===== src/rtl/norm_arbiter_if.sv =====
// Bundle of the two request ports, the shared-shifter hookup and the result port of norm_arbiter.
// The slave modport is the arbiter's view; the master modport is the requesters/shifter/consumer side.
interface norm_arbiter_if #(
    parameter int MANT_W   = 24,
    parameter int SH_W     = 5,
    parameter int EXP_IN_W = 10,
    parameter int EXP_W    = 8
);
    logic                req0_valid;
    logic                req0_ready;
    logic [MANT_W-1:0]   req0_mant;
    logic [EXP_IN_W-1:0] req0_exp;

    logic                req1_valid;
    logic                req1_ready;
    logic [MANT_W-1:0]   req1_mant;
    logic [EXP_IN_W-1:0] req1_exp;

    logic [MANT_W-1:0]   sh_in;
    logic [SH_W-1:0]     sh_amt;
    logic [MANT_W-1:0]   sh_out;

    logic                out_valid;
    logic                out_ready;
    logic                out_id;
    logic [MANT_W-1:0]   out_mant;
    logic [EXP_W-1:0]    out_exp;
    logic                out_zero;
    logic                out_unf;
    logic                out_ovf;

    modport slave (
        input  req0_valid, req0_mant, req0_exp,
        output req0_ready,
        input  req1_valid, req1_mant, req1_exp,
        output req1_ready,
        output sh_in, sh_amt,
        input  sh_out,
        output out_valid, out_id, out_mant, out_exp, out_zero, out_unf, out_ovf,
        input  out_ready
    );

    modport master (
        output req0_valid, req0_mant, req0_exp,
        input  req0_ready,
        output req1_valid, req1_mant, req1_exp,
        input  req1_ready,
        input  sh_in, sh_amt,
        output sh_out,
        input  out_valid, out_id, out_mant, out_exp, out_zero, out_unf, out_ovf,
        output out_ready
    );
endinterface


===== src/rtl/norm_arbiter.sv =====
// Round-robin sequencer for the shared mantissa-normalization shifter: grants divider/multiplier
// requests, drives the external shifter with the leading-zero count and returns a flagged result.
module norm_arbiter #(
    parameter int MANT_W   = 24,
    parameter int SH_W     = 5,
    parameter int EXP_IN_W = 10,
    parameter int EXP_W    = 8
) (
    input logic         clk,
    input logic         rst,
    norm_arbiter_if.slave bus
);

    typedef enum logic [1:0] {
        IDLE,
        CALC,
        OUT
    } state_t;

    localparam logic signed [EXP_IN_W:0] EXP_ZERO = '0;
    localparam logic signed [EXP_IN_W:0] EXP_MAX  = (EXP_IN_W+1)'((1 << EXP_W) - 1);

    state_t               r_state;
    state_t               w_nextState;

    logic                 r_lastGrant;
    logic [MANT_W-1:0]    r_mant;
    logic [EXP_IN_W-1:0]  r_exp;
    logic                 r_id;

    logic [MANT_W-1:0]    r_outMant;
    logic [EXP_W-1:0]     r_outExp;
    logic                 r_outId;
    logic                 r_outZero;
    logic                 r_outUnf;
    logic                 r_outOvf;

    logic                 w_grant0;
    logic                 w_grant1;
    logic                 w_capture;
    logic                 w_load;
    logic                 w_outValid;
    logic [MANT_W-1:0]    w_shIn;
    logic [SH_W-1:0]      w_shAmt;
    logic [SH_W-1:0]      w_lzc;
    logic signed [EXP_IN_W:0] w_expAdj;

    // An all-zero mantissa reports a count of 0 so the shifter sees a harmless amount.
    function automatic logic [SH_W-1:0] leadingZeros(input logic [MANT_W-1:0] mant);
        logic [SH_W-1:0] count;
        logic            found;
        count = '0;
        found = 1'b0;
        for (int i = MANT_W - 1; i >= 0; i--) begin
            if (!found) begin
                if (mant[i]) begin
                    found = 1'b1;
                end else begin
                    count = count + 1'b1;
                end
            end
        end
        if (!found) begin
            count = '0;
        end
        return count;
    endfunction

    assign w_lzc    = leadingZeros(r_mant);
    assign w_expAdj = $signed({r_exp[EXP_IN_W-1], r_exp})
                    - $signed({{(EXP_IN_W + 1 - SH_W){1'b0}}, w_lzc});

    always_ff @(posedge clk) begin
        if (rst) begin
            r_state <= IDLE;
        end else begin
            r_state <= w_nextState;
        end
    end

    always_comb begin
        w_nextState = r_state;
        w_grant0    = 1'b0;
        w_grant1    = 1'b0;
        w_capture   = 1'b0;
        w_load      = 1'b0;
        w_outValid  = 1'b0;
        w_shIn      = '0;
        w_shAmt     = '0;
        case (r_state)
            IDLE: begin
                // On a tie the requester that did not win last time goes first.
                if (bus.req0_valid && bus.req1_valid) begin
                    w_grant0 = r_lastGrant;
                    w_grant1 = ~r_lastGrant;
                end else begin
                    w_grant0 = bus.req0_valid;
                    w_grant1 = bus.req1_valid;
                end
                if (w_grant0 || w_grant1) begin
                    w_capture   = 1'b1;
                    w_nextState = CALC;
                end
            end
            CALC: begin
                w_shIn      = r_mant;
                w_shAmt     = w_lzc;
                w_load      = 1'b1;
                w_nextState = OUT;
            end
            OUT: begin
                w_outValid = 1'b1;
                if (bus.out_ready) begin
                    w_nextState = IDLE;
                end
            end
            default: begin
                w_nextState = IDLE;
            end
        endcase
    end

    always_ff @(posedge clk) begin
        if (rst) begin
            r_lastGrant <= 1'b1;
            r_mant      <= '0;
            r_exp       <= '0;
            r_id        <= 1'b0;
            r_outMant   <= '0;
            r_outExp    <= '0;
            r_outId     <= 1'b0;
            r_outZero   <= 1'b0;
            r_outUnf    <= 1'b0;
            r_outOvf    <= 1'b0;
        end else begin
            if (w_capture) begin
                r_mant      <= w_grant1 ? bus.req1_mant : bus.req0_mant;
                r_exp       <= w_grant1 ? bus.req1_exp  : bus.req0_exp;
                r_id        <= w_grant1;
                r_lastGrant <= w_grant1;
            end
            if (w_load) begin
                r_outId   <= r_id;
                r_outZero <= 1'b0;
                r_outUnf  <= 1'b0;
                r_outOvf  <= 1'b0;
                if (r_mant == '0) begin
                    r_outZero <= 1'b1;
                    r_outMant <= '0;
                    r_outExp  <= '0;
                end else if (w_expAdj <= EXP_ZERO) begin
                    r_outUnf  <= 1'b1;
                    r_outMant <= '0;
                    r_outExp  <= '0;
                end else if (w_expAdj >= EXP_MAX) begin
                    r_outOvf  <= 1'b1;
                    r_outMant <= '0;
                    r_outExp  <= '1;
                end else begin
                    r_outMant <= bus.sh_out;
                    r_outExp  <= w_expAdj[EXP_W-1:0];
                end
            end
        end
    end

    assign bus.req0_ready = w_grant0;
    assign bus.req1_ready = w_grant1;
    assign bus.sh_in      = w_shIn;
    assign bus.sh_amt     = w_shAmt;
    assign bus.out_valid  = w_outValid;
    assign bus.out_id     = r_outId;
    assign bus.out_mant   = r_outMant;
    assign bus.out_exp    = r_outExp;
    assign bus.out_zero   = r_outZero;
    assign bus.out_unf    = r_outUnf;
    assign bus.out_ovf    = r_outOvf;

endmodule

===== src/flat_wrapper.sv =====
// flat-port wrapper written by rule: the top's interface ports become plain ports
module norm_arbiter_flat 
#(
    parameter int MANT_W   = 24,
    parameter int SH_W     = 5,
    parameter int EXP_IN_W = 10,
    parameter int EXP_W    = 8
)
  (clk, rst, bus_req0_valid, bus_req0_mant, bus_req0_exp, bus_req0_ready, bus_req1_valid, bus_req1_mant, bus_req1_exp, bus_req1_ready, bus_sh_in, bus_sh_amt, bus_sh_out, bus_out_valid, bus_out_id, bus_out_mant, bus_out_exp, bus_out_zero, bus_out_unf, bus_out_ovf, bus_out_ready);
  norm_arbiter_if #(.MANT_W(MANT_W), .SH_W(SH_W), .EXP_IN_W(EXP_IN_W), .EXP_W(EXP_W)) bus_i ();
  input logic clk;
  input logic rst;
  input wire logic [$bits(bus_i.req0_valid)-1:0] bus_req0_valid;
  input wire logic [$bits(bus_i.req0_mant)-1:0] bus_req0_mant;
  input wire logic [$bits(bus_i.req0_exp)-1:0] bus_req0_exp;
  output wire logic [$bits(bus_i.req0_ready)-1:0] bus_req0_ready;
  input wire logic [$bits(bus_i.req1_valid)-1:0] bus_req1_valid;
  input wire logic [$bits(bus_i.req1_mant)-1:0] bus_req1_mant;
  input wire logic [$bits(bus_i.req1_exp)-1:0] bus_req1_exp;
  output wire logic [$bits(bus_i.req1_ready)-1:0] bus_req1_ready;
  output wire logic [$bits(bus_i.sh_in)-1:0] bus_sh_in;
  output wire logic [$bits(bus_i.sh_amt)-1:0] bus_sh_amt;
  input wire logic [$bits(bus_i.sh_out)-1:0] bus_sh_out;
  output wire logic [$bits(bus_i.out_valid)-1:0] bus_out_valid;
  output wire logic [$bits(bus_i.out_id)-1:0] bus_out_id;
  output wire logic [$bits(bus_i.out_mant)-1:0] bus_out_mant;
  output wire logic [$bits(bus_i.out_exp)-1:0] bus_out_exp;
  output wire logic [$bits(bus_i.out_zero)-1:0] bus_out_zero;
  output wire logic [$bits(bus_i.out_unf)-1:0] bus_out_unf;
  output wire logic [$bits(bus_i.out_ovf)-1:0] bus_out_ovf;
  input wire logic [$bits(bus_i.out_ready)-1:0] bus_out_ready;
  assign bus_i.req0_valid = bus_req0_valid;
  assign bus_i.req0_mant = bus_req0_mant;
  assign bus_i.req0_exp = bus_req0_exp;
  assign bus_req0_ready = bus_i.req0_ready;
  assign bus_i.req1_valid = bus_req1_valid;
  assign bus_i.req1_mant = bus_req1_mant;
  assign bus_i.req1_exp = bus_req1_exp;
  assign bus_req1_ready = bus_i.req1_ready;
  assign bus_sh_in = bus_i.sh_in;
  assign bus_sh_amt = bus_i.sh_amt;
  assign bus_i.sh_out = bus_sh_out;
  assign bus_out_valid = bus_i.out_valid;
  assign bus_out_id = bus_i.out_id;
  assign bus_out_mant = bus_i.out_mant;
  assign bus_out_exp = bus_i.out_exp;
  assign bus_out_zero = bus_i.out_zero;
  assign bus_out_unf = bus_i.out_unf;
  assign bus_out_ovf = bus_i.out_ovf;
  assign bus_i.out_ready = bus_out_ready;
  norm_arbiter #(.MANT_W(MANT_W), .SH_W(SH_W), .EXP_IN_W(EXP_IN_W), .EXP_W(EXP_W)) u_core (.clk(clk), .rst(rst), .bus(bus_i));
endmodule

===== config.mk =====
export PLATFORM = sky130hd
export DESIGN_NAME = norm_arbiter_flat
export DESIGN_NICKNAME = d
export VERILOG_FILES = /design/src/rtl/norm_arbiter_if.sv /design/src/rtl/norm_arbiter.sv /design/src/flat_wrapper.sv
export SDC_FILE = /design/constraint.sdc
export NUM_CORES = 1
export LEC_CHECK = 0
export BUFFER_PORTS_ARGS = -buffer_cell sky130_fd_sc_hd__buf_2
export CAP_MARGIN = 20
export CORE_MARGIN = 5
export CORE_UTILIZATION = 50
export CTS_BUF_LIST = sky130_fd_sc_hd__clkbuf_4 sky130_fd_sc_hd__clkbuf_8 sky130_fd_sc_hd__clkbuf_16
export CTS_CLUSTER_SIZE = 16
export DETAILED_ROUTE_END_ITERATION = 12
export PLACE_DENSITY = 0.77
export SLEW_MARGIN = 10
export SYNTH_ARGS = -nofsm -noshare
export SYNTH_HDL_FRONTEND = slang
export SYNTH_SLANG_ARGS = --single-unit

===== constraint.sdc =====
create_clock -name clk -period 25.9 [get_ports clk]
set_input_delay 2.59 -clock clk [delete_from_list [all_inputs] [get_ports clk]]
set_output_delay 2.59 -clock clk [all_outputs]
set_load 0.1 [all_outputs]

==> flow_summary.yaml <==
die:
  die_w_um: 120
  start_util_pct: 50.6
  core.rowCount: 40
  ios: 165
  design.core.area_um2: 11900
  dieArea_um2: 14300
  die_y_um: 120
worst_setup_path:
  end_kind: "primary output"
  regToRegSetupSlack_ns: 13.44
  cpPeakStageDelay_ns: 0.55
  worstPathArrival_ns: 10.40
  crit_top_cell: "ha_1"
  startpoint_type: "flop"
  crit_fanout: 8
  slowest_stage: "a2111oi_0"
  cp.required_ns: 23.31
  crit_type: "reg -> out"
route:
  postRouteWirelength_um: 17900
  vias: 6499
  post_drt_wl_per_cell_um: 16.1
  drt-pass1-iter-count: 5
  avgViaCountPerCell: 5.83
  drc: 0
  ant_nets: 0
  drt_iter0_drc: 485
synth:
  async_reset_ff_share_pct: 0
  synth_fa_ha_area_share_pct: 6.00
  synth_edf_count: 0
  muxShareOfSynthArea_pct: 1.54
  synth_area_um2: 6020
  synth.yosys.seq_area_share_pct: 24.6
  synth_top_family_by_area: "simple AND/OR/NAND/NOR gates"
  yosysTopAreaCell: "dfxtp_1"
  synth-seq-cells: 74
  synth_compound_area_share_pct: 23.5
  synthDistinctLibCells: 80
  synthCells: 822
  syn_nets: 944
  synthXorXnorAreaFrac_pct: 7.46
  yosys.area_share.simple_pct: 32.8
  yosysWarnings: 0
  avgSynthCellArea_um2: 7.33
  yosysMostFrequentCell: "nand2_1"
  synth_top_cell_area_share_pct: 24.6
  ys_top_cells_by_area: "dfxtp_1, nand2_1, nor2_1, a311oi_1, ha_1"
  synth_common_cells: "nand2_1, nor2_1, dfxtp_1, a21oi_1"
  synth_ff_type: "dfxtp_1"
global_route:
  grt_max_degree: 75
  antenna_found_initial: 0
  grt_overflow_total: 0
  gr-usage-all-layers_pct: 24.4
  grt_pass1_vias: 6053
  grt_pass1_wl_um: 28900
sta:
  fmax_mhz: 77.0
  tns_ns: 0
  finalCritPeriodShare_pct: 50.2
  slew_viol_final: 0
  worst_slack_ns: 12.91
  setup_violations: 0
  relSlewSlack_pct: 37.4
  tightest_slew_ns: 0.932
  finalHoldViolations: 0
  fin_skew_ns: 0.00325
  rsz0062_at_grt: "no"
  period_needed_ns: 12.99
power_and_ir_drop:
  ir_drop_mv: 0.0696
  p_per_area_nw_per_um2: 94.0
  p_leak_nw: 3.27
clock_tree:
  cts_resized: 0
  cts_tree: "built"
  htreeDepth: 3
  clk-insertion-delay-late_ns: 0.33
  hold_buffers: 0
  clockBufferDepth: 2
  root_buffer: "clkbuf_16"
  post-cts-setup-buffer-count: 0
  path_clk_slew_ns: 0.06
  clock-sinks: 74
  cts_made_buffers: 9
placement:
  dp_slack_ns: 13.51
  dp_cells: 1098
  place.gp.congestion: 0.924
  hpwlAfterDp_um: 13700
  port_buffers: 164
finish:
  final_nets: 1085
  fin_cells: 1115
  layout-drive-gt1-share_pct: 21.9
  fin_util_pct: 61.1
  area_growth_pct: 20.9
  n_antenna_cell: 0
flow_run:
  drv_cap: 0
run_status:
  status: "finished clean"
worst_hold_path:
  hold_path_class: "reg -> reg"
-- layout make-up --
cell class / instances / area [um2]
Tap cell: 147 / 184
Inverter: 20 / 75.1
Sequential cell: 74 / 1480
Timing Repair Buffer: 173 / 908
Clock buffer: 10 / 239
Clock inverter: 6 / 97.6
Fill cell: 1129 / 4630
Multi-Input combinational cell: 685 / 4300
-- flip-flops by register name, indices dropped and copies added (netlist names) --
register,flops
u_core.r_exp,10
u_core.r_mant,24
u_core.bus.out_unf,1
u_core.r_id,1
u_core.bus.out_id,1
u_core.bus.out_ovf,1
u_core.r_lastGrant,1
u_core.bus.out_mant,24
u_core.bus.out_exp,8
u_core.bus.out_zero,1
u_core.r_state,2
-- cells in the final DEF (no fill, tap or decap), drive strengths merged, types with 24 or more instances in the layout --
cell type / Yosys / routed
a21oi: 43 / 43
a22oi: 30 / 30
a311oi: 35 / 35
and2: 32 / 32
buf: 8 / 173
dfxtp: 74 / 74
ha: 24 / 24
nand2: 133 / 133
nor2: 115 / 115
nor3: 26 / 26
o21ai: 24 / 24
xnor2: 25 / 25
-- kinds of logic after synthesis --
group	after synthesis
mux	9
xor+xnor	41
simple gates	411
flops	74
fa+ha+maj	29
compound gates	195
buf+inv	63
-- power breakdown --
part	internal, mW	switching [mW]
registers	0.127	0.0178
clock network	0.0883	0.0501
logic	0.147	0.254
-- critical path, delay by kind of cell (launching register included) --
family	cells	cell delay (ns)
AO/OA/AOI/OAI	18	4.08
XOR/XNOR	4	0.60
buffers and inverters	2	0.51
adder cells (fa/ha/maj)	9	2.72
flip-flops	1	0.46
AND/OR/NAND/NOR	15	1.66
-- path summary, 6_finish.rpt --
path                                   startpoint                 endpoint  cells after the start
worst min register to register  u_core.bus.out_id        u_core.bus.out_id                      2
worst max-delay path            u_core.r_mant[21]            bus_sh_amt[2]                     48
worst min-delay path            u_core.bus.out_id        u_core.bus.out_id                      2
worst max register to register  u_core.r_mant[21]  u_core.bus.out_mant[15]                     57
-- layer usage --
| metal | up-vias | global-route usage (%) | wire length (um) |
|---|---|---|---|
| met4 | 0 | 7.66 | 400 |
| met5 | - | 0 | 0 |
| met1 | 2999 | 32.3 | 7940 |
| met3 | 32 | 4.57 | 1160 |
| met2 | 236 | 40.4 | 8420 |
| li1 | 3232 | - | - |
-- per-stage QoR --
| step | hold WS (ns) | total power [mW] | cell area, um2 |
|---|---|---|---|
| floorplan | 0.432 | 0.467 | 6020 |
| global placement | 0.440 | 0.538 | 6920 |
| detailed placement | 0.444 | 0.542 | 6920 |
| CTS | 0.453 | 0.682 | 7260 |
| global route | 0.475 | 0.735 | 7280 |
| finish | 0.450 | 0.684 | 7280 |
No activity file was read; power rests on OpenSTA's default activity.
